[src/rtl/hazard_ctrl_if.sv]
// Hazard-unit bundle: ID/EX/MEM hazard sources in, pipeline-register controls
// and performance counters out.
interface hazard_ctrl_if #(
   parameter int unsigned REG_ADDR_WIDTH = 5,
   parameter int unsigned CNT_WIDTH      = 32
);
   logic [REG_ADDR_WIDTH-1:0] id_rs1;
   logic [REG_ADDR_WIDTH-1:0] id_rs2;
   logic                      id_uses_rs1;
   logic                      id_uses_rs2;
   logic [REG_ADDR_WIDTH-1:0] ex_rd;
   logic                      ex_mem_read;
   logic                      ex_redirect;
   logic                      mem_req;
   logic                      mem_ready;
   logic                      pc_write_en;
   logic                      ifid_stall;
   logic                      ifid_flush;
   logic                      idex_stall;
   logic                      idex_flush;
   logic                      exmem_stall;
   logic                      mem_timeout;
   logic [CNT_WIDTH-1:0]      stall_cycles;
   logic [CNT_WIDTH-1:0]      flush_events;

   modport master (
      output id_rs1, id_rs2, id_uses_rs1, id_uses_rs2, ex_rd, ex_mem_read,
             ex_redirect, mem_req, mem_ready,
      input  pc_write_en, ifid_stall, ifid_flush, idex_stall, idex_flush,
             exmem_stall, mem_timeout, stall_cycles, flush_events
   );

   modport slave (
      input  id_rs1, id_rs2, id_uses_rs1, id_uses_rs2, ex_rd, ex_mem_read,
             ex_redirect, mem_req, mem_ready,
      output pc_write_en, ifid_stall, ifid_flush, idex_stall, idex_flush,
             exmem_stall, mem_timeout, stall_cycles, flush_events
   );
endinterface

[src/rtl/hazard_ctrl.sv]
// Pipeline hazard/control unit: load-use bubbles, EX redirects, data-memory
// wait stalls with a sticky timeout fault, plus stall/flush counters.
module hazard_ctrl #(
   parameter int unsigned REG_ADDR_WIDTH = 5,
   parameter int unsigned CNT_WIDTH      = 32,
   parameter int unsigned MEM_TIMEOUT    = 256
) (
   input  logic         clk,
   input  logic         reset,
   hazard_ctrl_if.slave hz
);
   localparam int unsigned WAIT_W = $clog2(MEM_TIMEOUT + 1);

   typedef enum logic [1:0] {RUN, MEM_WAIT, FAULT} state_t;

   state_t               r_state;
   state_t               w_state_nxt;
   logic [WAIT_W-1:0]    r_wait_cnt;
   logic [WAIT_W-1:0]    w_wait_nxt;
   logic [CNT_WIDTH-1:0] r_stall_cycles;
   logic [CNT_WIDTH-1:0] r_flush_events;

   logic w_memwait;
   logic w_loaduse;
   logic w_pc_we;
   logic w_ifid_stall;
   logic w_ifid_flush;
   logic w_idex_stall;
   logic w_idex_flush;
   logic w_exmem_stall;
   logic w_timeout;

   assign w_memwait = hz.mem_req & ~hz.mem_ready;
   assign w_loaduse = hz.ex_mem_read && (hz.ex_rd != '0) &&
                      ((hz.id_uses_rs1 && (hz.id_rs1 == hz.ex_rd)) ||
                       (hz.id_uses_rs2 && (hz.id_rs2 == hz.ex_rd)));

   // wait_cnt counts the RUN-state wait cycle too, so the fault fires on the
   // MEM_TIMEOUT-th consecutive wait cycle (also covers MEM_TIMEOUT == 1).
   always_comb begin
      w_state_nxt   = r_state;
      w_wait_nxt    = r_wait_cnt;
      w_pc_we       = 1'b1;
      w_ifid_stall  = 1'b0;
      w_ifid_flush  = 1'b0;
      w_idex_stall  = 1'b0;
      w_idex_flush  = 1'b0;
      w_exmem_stall = 1'b0;
      w_timeout     = 1'b0;
      if (reset) begin
         unique case (r_state)
            RUN, MEM_WAIT: begin
               if (w_memwait) begin
                  w_pc_we       = 1'b0;
                  w_ifid_stall  = 1'b1;
                  w_idex_stall  = 1'b1;
                  w_exmem_stall = 1'b1;
                  if (r_wait_cnt == WAIT_W'(MEM_TIMEOUT - 1)) begin
                     w_state_nxt = FAULT;
                     w_wait_nxt  = '0;
                  end else begin
                     w_state_nxt = MEM_WAIT;
                     w_wait_nxt  = r_wait_cnt + WAIT_W'(1);
                  end
               end else begin
                  w_state_nxt = RUN;
                  w_wait_nxt  = '0;
                  if (hz.ex_redirect) begin
                     w_ifid_flush = 1'b1;
                     w_idex_flush = 1'b1;
                  end else if (w_loaduse) begin
                     w_pc_we      = 1'b0;
                     w_ifid_stall = 1'b1;
                     w_idex_flush = 1'b1;
                  end
               end
            end
            FAULT: begin
               w_pc_we       = 1'b0;
               w_ifid_stall  = 1'b1;
               w_idex_stall  = 1'b1;
               w_exmem_stall = 1'b1;
               w_timeout     = 1'b1;
            end
            default: begin
               w_state_nxt = RUN;
               w_wait_nxt  = '0;
            end
         endcase
      end
   end

   always_ff @(posedge clk or negedge reset) begin
      if (!reset) begin
         r_state    <= RUN;
         r_wait_cnt <= '0;
      end else begin
         r_state    <= w_state_nxt;
         r_wait_cnt <= w_wait_nxt;
      end
   end

   always_ff @(posedge clk or negedge reset) begin
      if (!reset) begin
         r_stall_cycles <= '0;
         r_flush_events <= '0;
      end else begin
         if (!w_pc_we)
            r_stall_cycles <= r_stall_cycles + CNT_WIDTH'(1);
         if (w_idex_flush)
            r_flush_events <= r_flush_events + CNT_WIDTH'(1);
      end
   end

   assign hz.pc_write_en  = w_pc_we;
   assign hz.ifid_stall   = w_ifid_stall;
   assign hz.ifid_flush   = w_ifid_flush;
   assign hz.idex_stall   = w_idex_stall;
   assign hz.idex_flush   = w_idex_flush;
   assign hz.exmem_stall  = w_exmem_stall;
   assign hz.mem_timeout  = w_timeout;
   assign hz.stall_cycles = r_stall_cycles;
   assign hz.flush_events = r_flush_events;
endmodule

[src/flat_wrapper.sv]
// flat-port wrapper written by rule: the top's interface ports become plain ports
module hazard_ctrl_flat 
#(
   parameter int unsigned REG_ADDR_WIDTH = 5,
   parameter int unsigned CNT_WIDTH      = 32,
   parameter int unsigned MEM_TIMEOUT    = 256
)
  (clk, reset, hz_id_rs1, hz_id_rs2, hz_id_uses_rs1, hz_id_uses_rs2, hz_ex_rd, hz_ex_mem_read, hz_ex_redirect, hz_mem_req, hz_mem_ready, hz_pc_write_en, hz_ifid_stall, hz_ifid_flush, hz_idex_stall, hz_idex_flush, hz_exmem_stall, hz_mem_timeout, hz_stall_cycles, hz_flush_events);
  hazard_ctrl_if #(.REG_ADDR_WIDTH(REG_ADDR_WIDTH), .CNT_WIDTH(CNT_WIDTH)) hz_i ();
  input  logic clk;
  input  logic reset;
  input wire logic [$bits(hz_i.id_rs1)-1:0] hz_id_rs1;
  input wire logic [$bits(hz_i.id_rs2)-1:0] hz_id_rs2;
  input wire logic [$bits(hz_i.id_uses_rs1)-1:0] hz_id_uses_rs1;
  input wire logic [$bits(hz_i.id_uses_rs2)-1:0] hz_id_uses_rs2;
  input wire logic [$bits(hz_i.ex_rd)-1:0] hz_ex_rd;
  input wire logic [$bits(hz_i.ex_mem_read)-1:0] hz_ex_mem_read;
  input wire logic [$bits(hz_i.ex_redirect)-1:0] hz_ex_redirect;
  input wire logic [$bits(hz_i.mem_req)-1:0] hz_mem_req;
  input wire logic [$bits(hz_i.mem_ready)-1:0] hz_mem_ready;
  output wire logic [$bits(hz_i.pc_write_en)-1:0] hz_pc_write_en;
  output wire logic [$bits(hz_i.ifid_stall)-1:0] hz_ifid_stall;
  output wire logic [$bits(hz_i.ifid_flush)-1:0] hz_ifid_flush;
  output wire logic [$bits(hz_i.idex_stall)-1:0] hz_idex_stall;
  output wire logic [$bits(hz_i.idex_flush)-1:0] hz_idex_flush;
  output wire logic [$bits(hz_i.exmem_stall)-1:0] hz_exmem_stall;
  output wire logic [$bits(hz_i.mem_timeout)-1:0] hz_mem_timeout;
  output wire logic [$bits(hz_i.stall_cycles)-1:0] hz_stall_cycles;
  output wire logic [$bits(hz_i.flush_events)-1:0] hz_flush_events;
  assign hz_i.id_rs1 = hz_id_rs1;
  assign hz_i.id_rs2 = hz_id_rs2;
  assign hz_i.id_uses_rs1 = hz_id_uses_rs1;
  assign hz_i.id_uses_rs2 = hz_id_uses_rs2;
  assign hz_i.ex_rd = hz_ex_rd;
  assign hz_i.ex_mem_read = hz_ex_mem_read;
  assign hz_i.ex_redirect = hz_ex_redirect;
  assign hz_i.mem_req = hz_mem_req;
  assign hz_i.mem_ready = hz_mem_ready;
  assign hz_pc_write_en = hz_i.pc_write_en;
  assign hz_ifid_stall = hz_i.ifid_stall;
  assign hz_ifid_flush = hz_i.ifid_flush;
  assign hz_idex_stall = hz_i.idex_stall;
  assign hz_idex_flush = hz_i.idex_flush;
  assign hz_exmem_stall = hz_i.exmem_stall;
  assign hz_mem_timeout = hz_i.mem_timeout;
  assign hz_stall_cycles = hz_i.stall_cycles;
  assign hz_flush_events = hz_i.flush_events;
  hazard_ctrl #(.REG_ADDR_WIDTH(REG_ADDR_WIDTH), .CNT_WIDTH(CNT_WIDTH), .MEM_TIMEOUT(MEM_TIMEOUT)) u_core (.clk(clk), .reset(reset), .hz(hz_i));
endmodule
[config.mk]
export PLATFORM = sky130hd
export DESIGN_NAME = hazard_ctrl_flat
export DESIGN_NICKNAME = d
export VERILOG_FILES = /design/src/rtl/hazard_ctrl_if.sv /design/src/rtl/hazard_ctrl.sv /design/src/flat_wrapper.sv
export SDC_FILE = /design/constraint.sdc
export NUM_CORES = 1
export LEC_CHECK = 0
export CAP_MARGIN = 20
export CORE_UTILIZATION = 42
export DETAILED_ROUTE_END_ITERATION = 10
export GPL_TIMING_DRIVEN = 0
export PLACE_DENSITY = 0.67
export SLEW_MARGIN = 10
export SYNTH_ARGS = -nofsm -noshare
export SYNTH_HDL_FRONTEND = slang
export SYNTH_SLANG_ARGS = --single-unit
[constraint.sdc]
create_clock -name clk -period 4.27 [get_ports clk]
set_input_delay 0.6405 -clock clk [delete_from_list [all_inputs] [get_ports clk]]
set_output_delay 0.6405 -clock clk [all_outputs]
set_load 0.05 [all_outputs]
==> reports/results.ini, run 1 <==
[logic_synthesis]
yosys_register_bits = 75
ys.flop_type = dfrtp_1
synth_edf_count = 0
synth_compound_area_share_pct = 4.945
synth_nets = 381
synth_area_leaders = dfrtp_1 (50%), xor2_1 (9.3%), xnor2_1 (7.7%)
synth_area_um2 = 3770
syn_avg_cell_area_um2 = 10.62
synth_cell_types = 47
synthArstFlopShare_pct = 100.0
synthMuxAreaShare_pct = 0.2987
yosys.area.top_type_share_pct = 49.78
synth.largest_area_cell = dfrtp_1
seq_area_frac_synth_pct = 49.78
ys.warnings.count = 0
synthXorXnorAreaFrac_pct = 16.96
synth-simple-area-share_pct = 24.33
synth_top_family_by_area = simple AND/OR/NAND/NOR gates
synthCells = 355
synth-adder-area-share_pct = 0.9957

[worst_setup_path]
cp-start-kind = input port
path_max_fanout = 10
worstSetupPathType = in -> out
r2r_setup_slack_ns = 2.08
crit_required_ns = 3.63
worstPathArrival_ns = 3.33
end_kind = output pin

[cts]
path_clk_slew_ns = 0.08
cts_hold_buf = 0
cts_buffer_depth = 2
cts_tree = built
post-cts-setup-buffers = 0
cts_resized = 0
clockRootBuffer = clkbuf_8
clk_latency_ns = 0.35
clock_sinks = 75
cts_max_level = 3
cts_buffers = 9

[placed_design]
dp_hpwl_um = 6109
io_buffer_count = 93
gp_congestion = 0.7644

[floorplan]
rows = 34
dieArea_um2 = 9359
die_y_um = 96.74
die_w_um = 96.74
start_util_pct = 43.23
pin_count = 94
core_area_um2 = 8721

[job]
max_cap_viol_count = 0

[timing]
tightest_slew_ns = 0.6544
finalCritPeriodShare_pct = 93.01
fin_crit_ns = 3.971
drv_slew = 0
fmaxAchievable_mhz = 251.8
slew_headroom_pct = 56.31
hold_viol_final = 0
fin_skew_ns = 0.008689
rsz0062_at_grt = no
setup_viol_count_final = 0

[pwr]
powerDensity_nw_per_um2 = 377.8
vdd_drop_max_mv = 0.3107
power_mw = 1.905
cellLeakagePower_nw = 2.222

[route]
vias = 2971
via_per_inst = 5.194
drc = 0
routedWlPerCell_um = 14.51
firstDrtPassIters = 4
wirelength_um = 8302
drt-initial-drc-count = 75
ant_nets = 0

[finish]
areaGrowthSynthToFinish_pct = 33.79
final_util_pct = 57.83
drive_gt1_share_pct = 8.836
nets = 486
diodes = 0

[grt]
grt_overflow = 0
grt_util_all_layers_pct = 19.00
grt_pass1_vias = 3056
antenna_found_initial = 0
grt_max_degree = 52
grt_pass1_wl_um = 14480

[min_path]
hold_class = in -> async

[outcome]
status = finished clean

[sequential cells by signal, indices dropped and copies added, names as in the netlist]
name and count:
u_core.hz.stall_cycles 32, u_core.hz.flush_events 32, u_core.r_state 2, u_core.r_wait_cnt 9
[per-stage QoR]
step                hold slack, ns  instance area, µm²  setup WS (ns)  std cells  setup TNS [ns]
detailed placement          0.4656                4861         0.2972        557               0
global placement            0.4554                4836         -2.479        556         -127.47
CTS                         0.2337                5044         0.2886        572               0
floorplan                   0.3449                3770          1.331        355               0
finish                      0.2172                5044         0.2986        572               0
global route                0.2452                5044         0.1303        572               0
[cell usage in the layout, fill, tap and decap left out, types with 3 or more instances in the layout]
master,netlist,layout
nand3_1,21,21
and3_1,9,9
nand4_1,13,13
and2_1,4,4
or2_2,3,3
o31ai_1,3,3
and4_1,3,3
inv_1,8,8
buf_4,2,3
nor2b_1,4,4
o21ai_0,7,7
clkdlybuf4s50_1,0,92
dfrtp_1,75,75
xnor2_1,33,33
nor4_1,10,10
buf_2,6,6
o21a_1,3,3
nand2_1,37,37
clkbuf_1,3,4
ha_1,3,3
nor3_1,22,22
nor4b_2,4,4
xor2_1,40,40
clkbuf_8,0,9
nor2_1,13,13
[final timing paths]
| check | startpoint | end | cells past startpoint |
|---|---|---|---|
| worst max-delay path | hz_ex_rd[0] | hz_pc_write_en | 6 |
| worst min-delay path | reset | u_core.hz.stall_cycles[4]$_DFFE_PN0N_ | 1 |
| worst max register to register | u_core.r_wait_cnt[0]$_DFFE_PN0P_ | u_core.r_wait_cnt[4]$_DFFE_PN0P_ | 7 |
| worst min register to register | u_core.hz.stall_cycles[31]$_DFFE_PN0N_ | u_core.hz.stall_cycles[31]$_DFFE_PN0N_ | 1 |
| max in group asynchronous | reset | u_core.hz.flush_events[10]$_DFFE_PN0P_ | 2 |
| min in group clk | u_core.hz.stall_cycles[31]$_DFFE_PN0N_ | u_core.hz.stall_cycles[31]$_DFFE_PN0N_ | 1 |
[cells in the mapped netlist (3+ instances only)]
| cell type | n |
|---|---|
| nand3_1 | 21 |
| nor4_1 | 10 |
| o21ai_0 | 7 |
| nor2_1 | 13 |
| and4_1 | 3 |
| nor4b_2 | 4 |
| or2_2 | 3 |
| xor2_1 | 40 |
| nand2_1 | 37 |
| clkbuf_1 | 3 |
| inv_1 | 8 |
| nand4_1 | 13 |
| nor2b_1 | 4 |
| ha_1 | 3 |
| and3_1 | 9 |
| buf_2 | 6 |
| o21a_1 | 3 |
| nor3_1 | 22 |
| o31ai_1 | 3 |
| dfrtp_1 | 75 |
| and2_1 | 4 |
| xnor2_1 | 33 |
[metal layers]
| metal | up-vias | share of wire [%] | GRT usage (%) | routed length, µm |
|---|---|---|---|---|
| met1 | 1448 | 48 | 26.00 | 4003 |
| li1 | 1442 | - | - | - |
| met2 | 71 | 47 | 30.12 | 3897 |
| met4 | 0 | 1.6 | 7.577 | 136 |
| met3 | 10 | 3.2 | 3.179 | 264 |
| met5 | - | 0 | 0 | 0 |
[layout make-up]
type,instances,area (µm²)
clock inverters,5,55.05
clock buffers,10,127.6
plain buffers,12,67.56
repair buffers,94,955.9
fillers,747,3677
multi-input cells,259,1792
well taps,108,135.1
flip-flops and latches,75,1877
inverters,9,33.78
[logic make-up (layout without fill, tap and decap cells)]
kind of cell    after synthesis  after routing
compound gates               23             23
simple gates                159            159
fa+ha+maj                     3              3
flops                        75             75
mux                           1              1
buf+inv                      21            130
xor+xnor                     73             73
[power by group]
group,switching [mW],total (mW),internal [mW],leakage (nW)
clock,0.256,0.521,0.265,0.0881
sequential,0.0826,0.856,0.774,0.992
combinational,0.340,0.529,0.188,1.14
total,0.679,1.91,1.23,2.22
[worst max-delay path, cell delays in order]
cell and delay, ns:
clkdlybuf4s50_1 0.47, or4_1 0.53, o21a_1 0.23, a31oi_4 0.30, buf_2 0.31, clkdlybuf4s50_1 0.84
Note: power is estimated with default switching activity, not from simulation.
==> inputs of run 2 (changes only) <==
CTS_BUF_LIST = sky130_fd_sc_hd__clkbuf_4 sky130_fd_sc_hd__clkbuf_8   (was not set)
CTS_CLUSTER_DIAMETER = 80   (was not set)
==> run 2 against run 1 <==
  * Final cell count unchanged
  * Non-clock buffer count unchanged
  * Sequential share of layout area about the same
  * Critical endpoint unchanged
  * Clock-buffer cell count unchanged
  * Design area about the same
  * Core utilization about the same
  * Largest cell class unchanged
  * Worst setup slack about the same
  * Routed wire length about the same
  * Worst hold slack about the same
  * Die area unchanged
  * First-iteration DRC count unchanged
==> reports/results.ini, run 2 (same netlist as run 1, synthesis figures left out) <==
[floorplan]
dieArea_um2 = 9359
die_y_um = 96.74
pin_count = 94
rows = 34
die_w_um = 96.74
start_util_pct = 43.23
core_area_um2 = 8721

[pwr]
power_mw = 1.912
vdd_drop_max_mv = 0.3108
cellLeakagePower_nw = 2.225
powerDensity_nw_per_um2 = 378.8

[cts]
post-cts-setup-buffers = 0
clock_sinks = 75
cts_resized = 0
path_clk_slew_ns = 0.08
cts_buffer_depth = 2
clockRootBuffer = clkbuf_8
cts_max_level = 3
cts_tree = built
cts_hold_buf = 0
cts_buffers = 9
clk_latency_ns = 0.35

[timing]
setup_viol_count_final = 0
tightest_slew_ns = 0.6544
finalCritPeriodShare_pct = 93.00
fin_skew_ns = 0.008672
rsz0062_at_grt = no
slew_headroom_pct = 56.31
fmaxAchievable_mhz = 251.8
final.setup.worst_slack_ns = 0.2988
finalSetupTns_ns = 0
hold_viol_final = 0
fin_crit_ns = 3.971
drv_slew = 0

[placed_design]
gp_congestion = 0.7644
io_buffer_count = 93
postPlaceCellArea_um2 = 4861
dp_hpwl_um = 6109
dp_slack_ns = 0.2972

[job]
max_cap_viol_count = 0

[grt]
grt_pass1_vias = 3056
grt_overflow = 0
grt_pass1_wl_um = 14480
grt_max_degree = 52
antenna_found_initial = 0
grt_util_all_layers_pct = 19.00

[worst_setup_path]
worstSetupPathType = in -> out
end_kind = output pin
r2r-start = u_core.r_wait_cnt[0]$_DFFE_PN0P_
cp-start-kind = input port
r2r-end = u_core.r_wait_cnt[4]$_DFFE_PN0P_
reg2reg_depth = 7
crit_required_ns = 3.63
r2r_setup_slack_ns = 2.08
worstPathArrival_ns = 3.33
path_max_fanout = 10

[route]
vias = 2969
drt-initial-drc-count = 75
via_per_inst = 5.191
drc = 0
firstDrtPassIters = 4
wirelength_um = 8306
routedWlPerCell_um = 14.52
ant_nets = 0

[finish]
final_common_cell = clkdlybuf4s50_1
layout_common_cells = clkdlybuf4s50_1 (92), dfrtp_1 (75), xor2_1 (40)
final_util_pct = 57.88
drive_gt1_share_pct = 9.052
nets = 486
diodes = 0
postLayoutCellArea_um2 = 5047
areaGrowthSynthToFinish_pct = 33.89

[min_path]
hold_class = in -> async

[outcome]
status = finished clean

[run 2: layout make-up]
cell class,instances,area (µm²)
clock inverter,5,55.05
fill,748,3674
tap,108,135.1
inverter,9,33.78
multi-input combinational,259,1792
sequential,75,1877
timing repair buffer,94,955.9
clock buffer,10,131.4
buffer,12,67.56
[run 2: worst max path at each step]
stage,slack (ns),depth (start not counted),to,startpoint
6_report,0.30,6,hz_pc_write_en,hz_ex_rd[0]
5_1_grt,0.13,9,hz_idex_flush,reset
4_1_cts,0.29,6,hz_pc_write_en,hz_ex_rd[0]
3_5_place_dp,0.30,6,hz_pc_write_en,hz_ex_rd[0]
3_3_place_gp,-2.48,8,hz_idex_flush,reset
2_1_floorplan,1.33,6,hz_ifid_stall,hz_mem_ready
[run 2: power by group]
| group | internal, mW | leakage [nW] | switching (mW) |
|---|---|---|---|
| Combinational | 0.188 | 1.14 | 0.340 |
| Clock | 0.271 | 0.0916 | 0.256 |
| Sequential | 0.774 | 0.992 | 0.0828 |
[run 2: routing by layer]
layer,up-vias,track usage [%],share of wire [%]
li1,1441,-,-
met1,1447,26.00,48
met2,71,30.12,47
met3,10,3.179,3.2
met4,0,7.577,1.6
met5,-,0,0
[run 2: critical path, stage by stage]
cell and delay, ns:
clkdlybuf4s50_1 0.47, or4_1 0.53, o21a_1 0.23, a31oi_4 0.30
buf_2 0.31, clkdlybuf4s50_1 0.84
[run 2: metrics by stage]
| step | std cells | hold slack, ns |
|---|---|---|
| 3_5_place_dp | 557 | 0.4656 |
| 5_1_grt | 572 | 0.2456 |
| 3_3_place_gp | 556 | 0.4554 |
| 4_1_cts | 572 | 0.2338 |
| 6_report | 572 | 0.2175 |
| 2_1_floorplan | 355 | 0.3449 |
==> inputs of run 3 (changes only) <==
GPL_TIMING_DRIVEN = not set   (was 0)
==> run 3 against run 2 <==
  * Critical path depth is 1 lower
  * Flip-flop and latch count stayed put
  * Global-route usage hardly changed
  * Register-to-register slack better by 0.03 ns
  * Total power is 0.25% lower
  * First-iteration DRC count is 4.0% higher
  * Design area is 1.4% lower
  * Routed wire length is 1.1% lower
  * Clock-buffer cell count is 1 lower
  * Clock power hardly changed
  * Critical endpoint is now hz_idex_stall
  * Largest power group unchanged
==> reports/results.ini, run 3 (same netlist as run 1, synthesis figures left out) <==
[worst_setup_path]
crit_required_ns = 3.63
slowest_delay_ns = 0.88
path_max_fanout = 6
worstPathCellList = clkdlybuf4s50_1 -> nor3b_2 -> nor2_1 -> nor2_1 -> clkdlybuf4s50_1
worstPathArrival_ns = 2.70
end_kind = output pin
worstSetupPathType = in -> out
r2r-start = u_core.hz.flush_events[0]$_DFFE_PN0P_
cp-start-kind = input port
worst_path_max_delay_cell = clkdlybuf4s50_1
crit_path_start = hz_mem_ready

[timing]
fin_skew_ns = 0.01308
rsz0062_at_grt = no
fin_crit_ns = 3.340
finalCritPeriodShare_pct = 78.21
slew_headroom_pct = 58.32
setup_viol_count_final = 0
tightest_slew_ns = 0.6242
drv_slew = 0
finalSetupTns_ns = 0
fmaxAchievable_mhz = 299.4
hold_viol_final = 0

[finish]
drive_gt1_share_pct = 8.571
areaGrowthSynthToFinish_pct = 32.06
regArea_um2 = 1877
nets = 477
final_common_cell = clkdlybuf4s50_1
multi_input_area_um2 = 1792
fill_cells = 766
layout_common_cells = clkdlybuf4s50_1 (89), dfrtp_1 (75), xor2_1 (40)
diodes = 0

[pwr]
cellLeakagePower_nw = 2.190
p_comb_share_pct = 27.3
powerDensity_nw_per_um2 = 383.0
internal_power_mw = 1.226
power_mw = 1.907
vdd_drop_max_mv = 0.3695
p_sw_uw = 681.3
pwr-share-clk_pct = 27.8
p_sw_share_pct = 35.73
seq_power_share_pct = 44.9

[route]
drt-initial-drc-count = 78
vias = 2976
via_per_inst = 5.286
routedWlPerCell_um = 14.60
ant_nets = 0
wirelength_um = 8217
drc = 0
firstDrtPassIters = 4

[grt]
grt_max_degree = 42
grt_util_all_layers_pct = 19.03
grt_pass1_wl_um = 14480
antenna_found_initial = 0
grt_overflow = 0
grt_pass1_vias = 2960

[outcome]
status = finished clean

[placed_design]
gp_congestion = 0.7313
dp_hpwl_um = 5951
io_buffer_count = 93

[cts]
cts_tree = built
cts_buffer_depth = 2
clock_sinks = 75
cts_max_level = 3
cts_buffers = 9
clk_latency_ns = 0.34
cts_resized = 0
cts_hold_buf = 0
post-cts-setup-buffers = 0
clockRootBuffer = clkbuf_8
path_clk_slew_ns = 0.08

[floorplan]
start_util_pct = 43.23
rows = 34
core_area_um2 = 8721
die_w_um = 96.74
pin_count = 94
dieArea_um2 = 9359
die_y_um = 96.74

[min_path]
hold_class = in -> async

[job]
max_cap_viol_count = 0

[run 3: cell type report]
class	instances	share of cell area, %
sequential	75	37.70
multi-input combinational	259	35.99
timing repair buffer	97	19.10
tap	108	2.714
clock buffer	9	2.488
clock inverter	6	1.332
inverter	9	0.6786
[run 3: worst paths after layout]
check	endpoint	slack (ns)	depth (start not counted)
max in group asynchronous	u_core.r_state[0]$_DFFE_PN0P_	2.97	3
min reg2reg	u_core.hz.stall_cycles[31]$_DFFE_PN0N_	0.47	1
max	hz_idex_stall	0.93	5
min in group clk	u_core.hz.stall_cycles[31]$_DFFE_PN0N_	0.47	1
min	u_core.hz.stall_cycles[2]$_DFFE_PN0N_	0.38	2
max reg2reg	u_core.hz.flush_events[26]$_DFFE_PN0P_	2.11	6
[run 3: worst max-delay path, delay by kind of cell]
family / cells / cell delay [ns]
buf+inv: 2 / 1.31
simple gates: 3 / 0.74
[run 3: per-layer routing]
metal  wire [µm]  vias to the layer above  global-route usage, %
li1            -                     1434                      -
met4         108                        0                  7.348
met1        3872                     1463                  26.09
met3         268                        8                  3.685
met5           0                        -                      0
met2        3967                       71                  29.85
[run 3: per-stage QoR]
| step | hold slack (ns) | util [%] | worst slack, ns | area [µm²] | std cells |
|---|---|---|---|---|---|
| global route | 0.4067 | 57.09 | 0.8085 | 4979 | 563 |
| detailed placement | 0.4577 | 54.91 | 0.9045 | 4788 | 548 |
| finish | 0.3787 | 57.09 | 0.9304 | 4979 | 563 |
| global placement | 0.4567 | 54.91 | 0.9518 | 4788 | 548 |
| CTS | 0.3929 | 57.09 | 0.9039 | 4979 | 563 |
| floorplan | 0.3449 | - | 1.331 | 3770 | 355 |
[run 3: power by group through the flow]
stage	combinational, mW	sequential (mW)	clock, mW
after global placement	0.520	0.866	0
after detailed placement	0.525	0.868	0
final	0.520	0.857	0.530
after global routing	0.550	0.868	0.581
after CTS	0.526	0.857	0.544
after floorplan	0.118	1.07	0
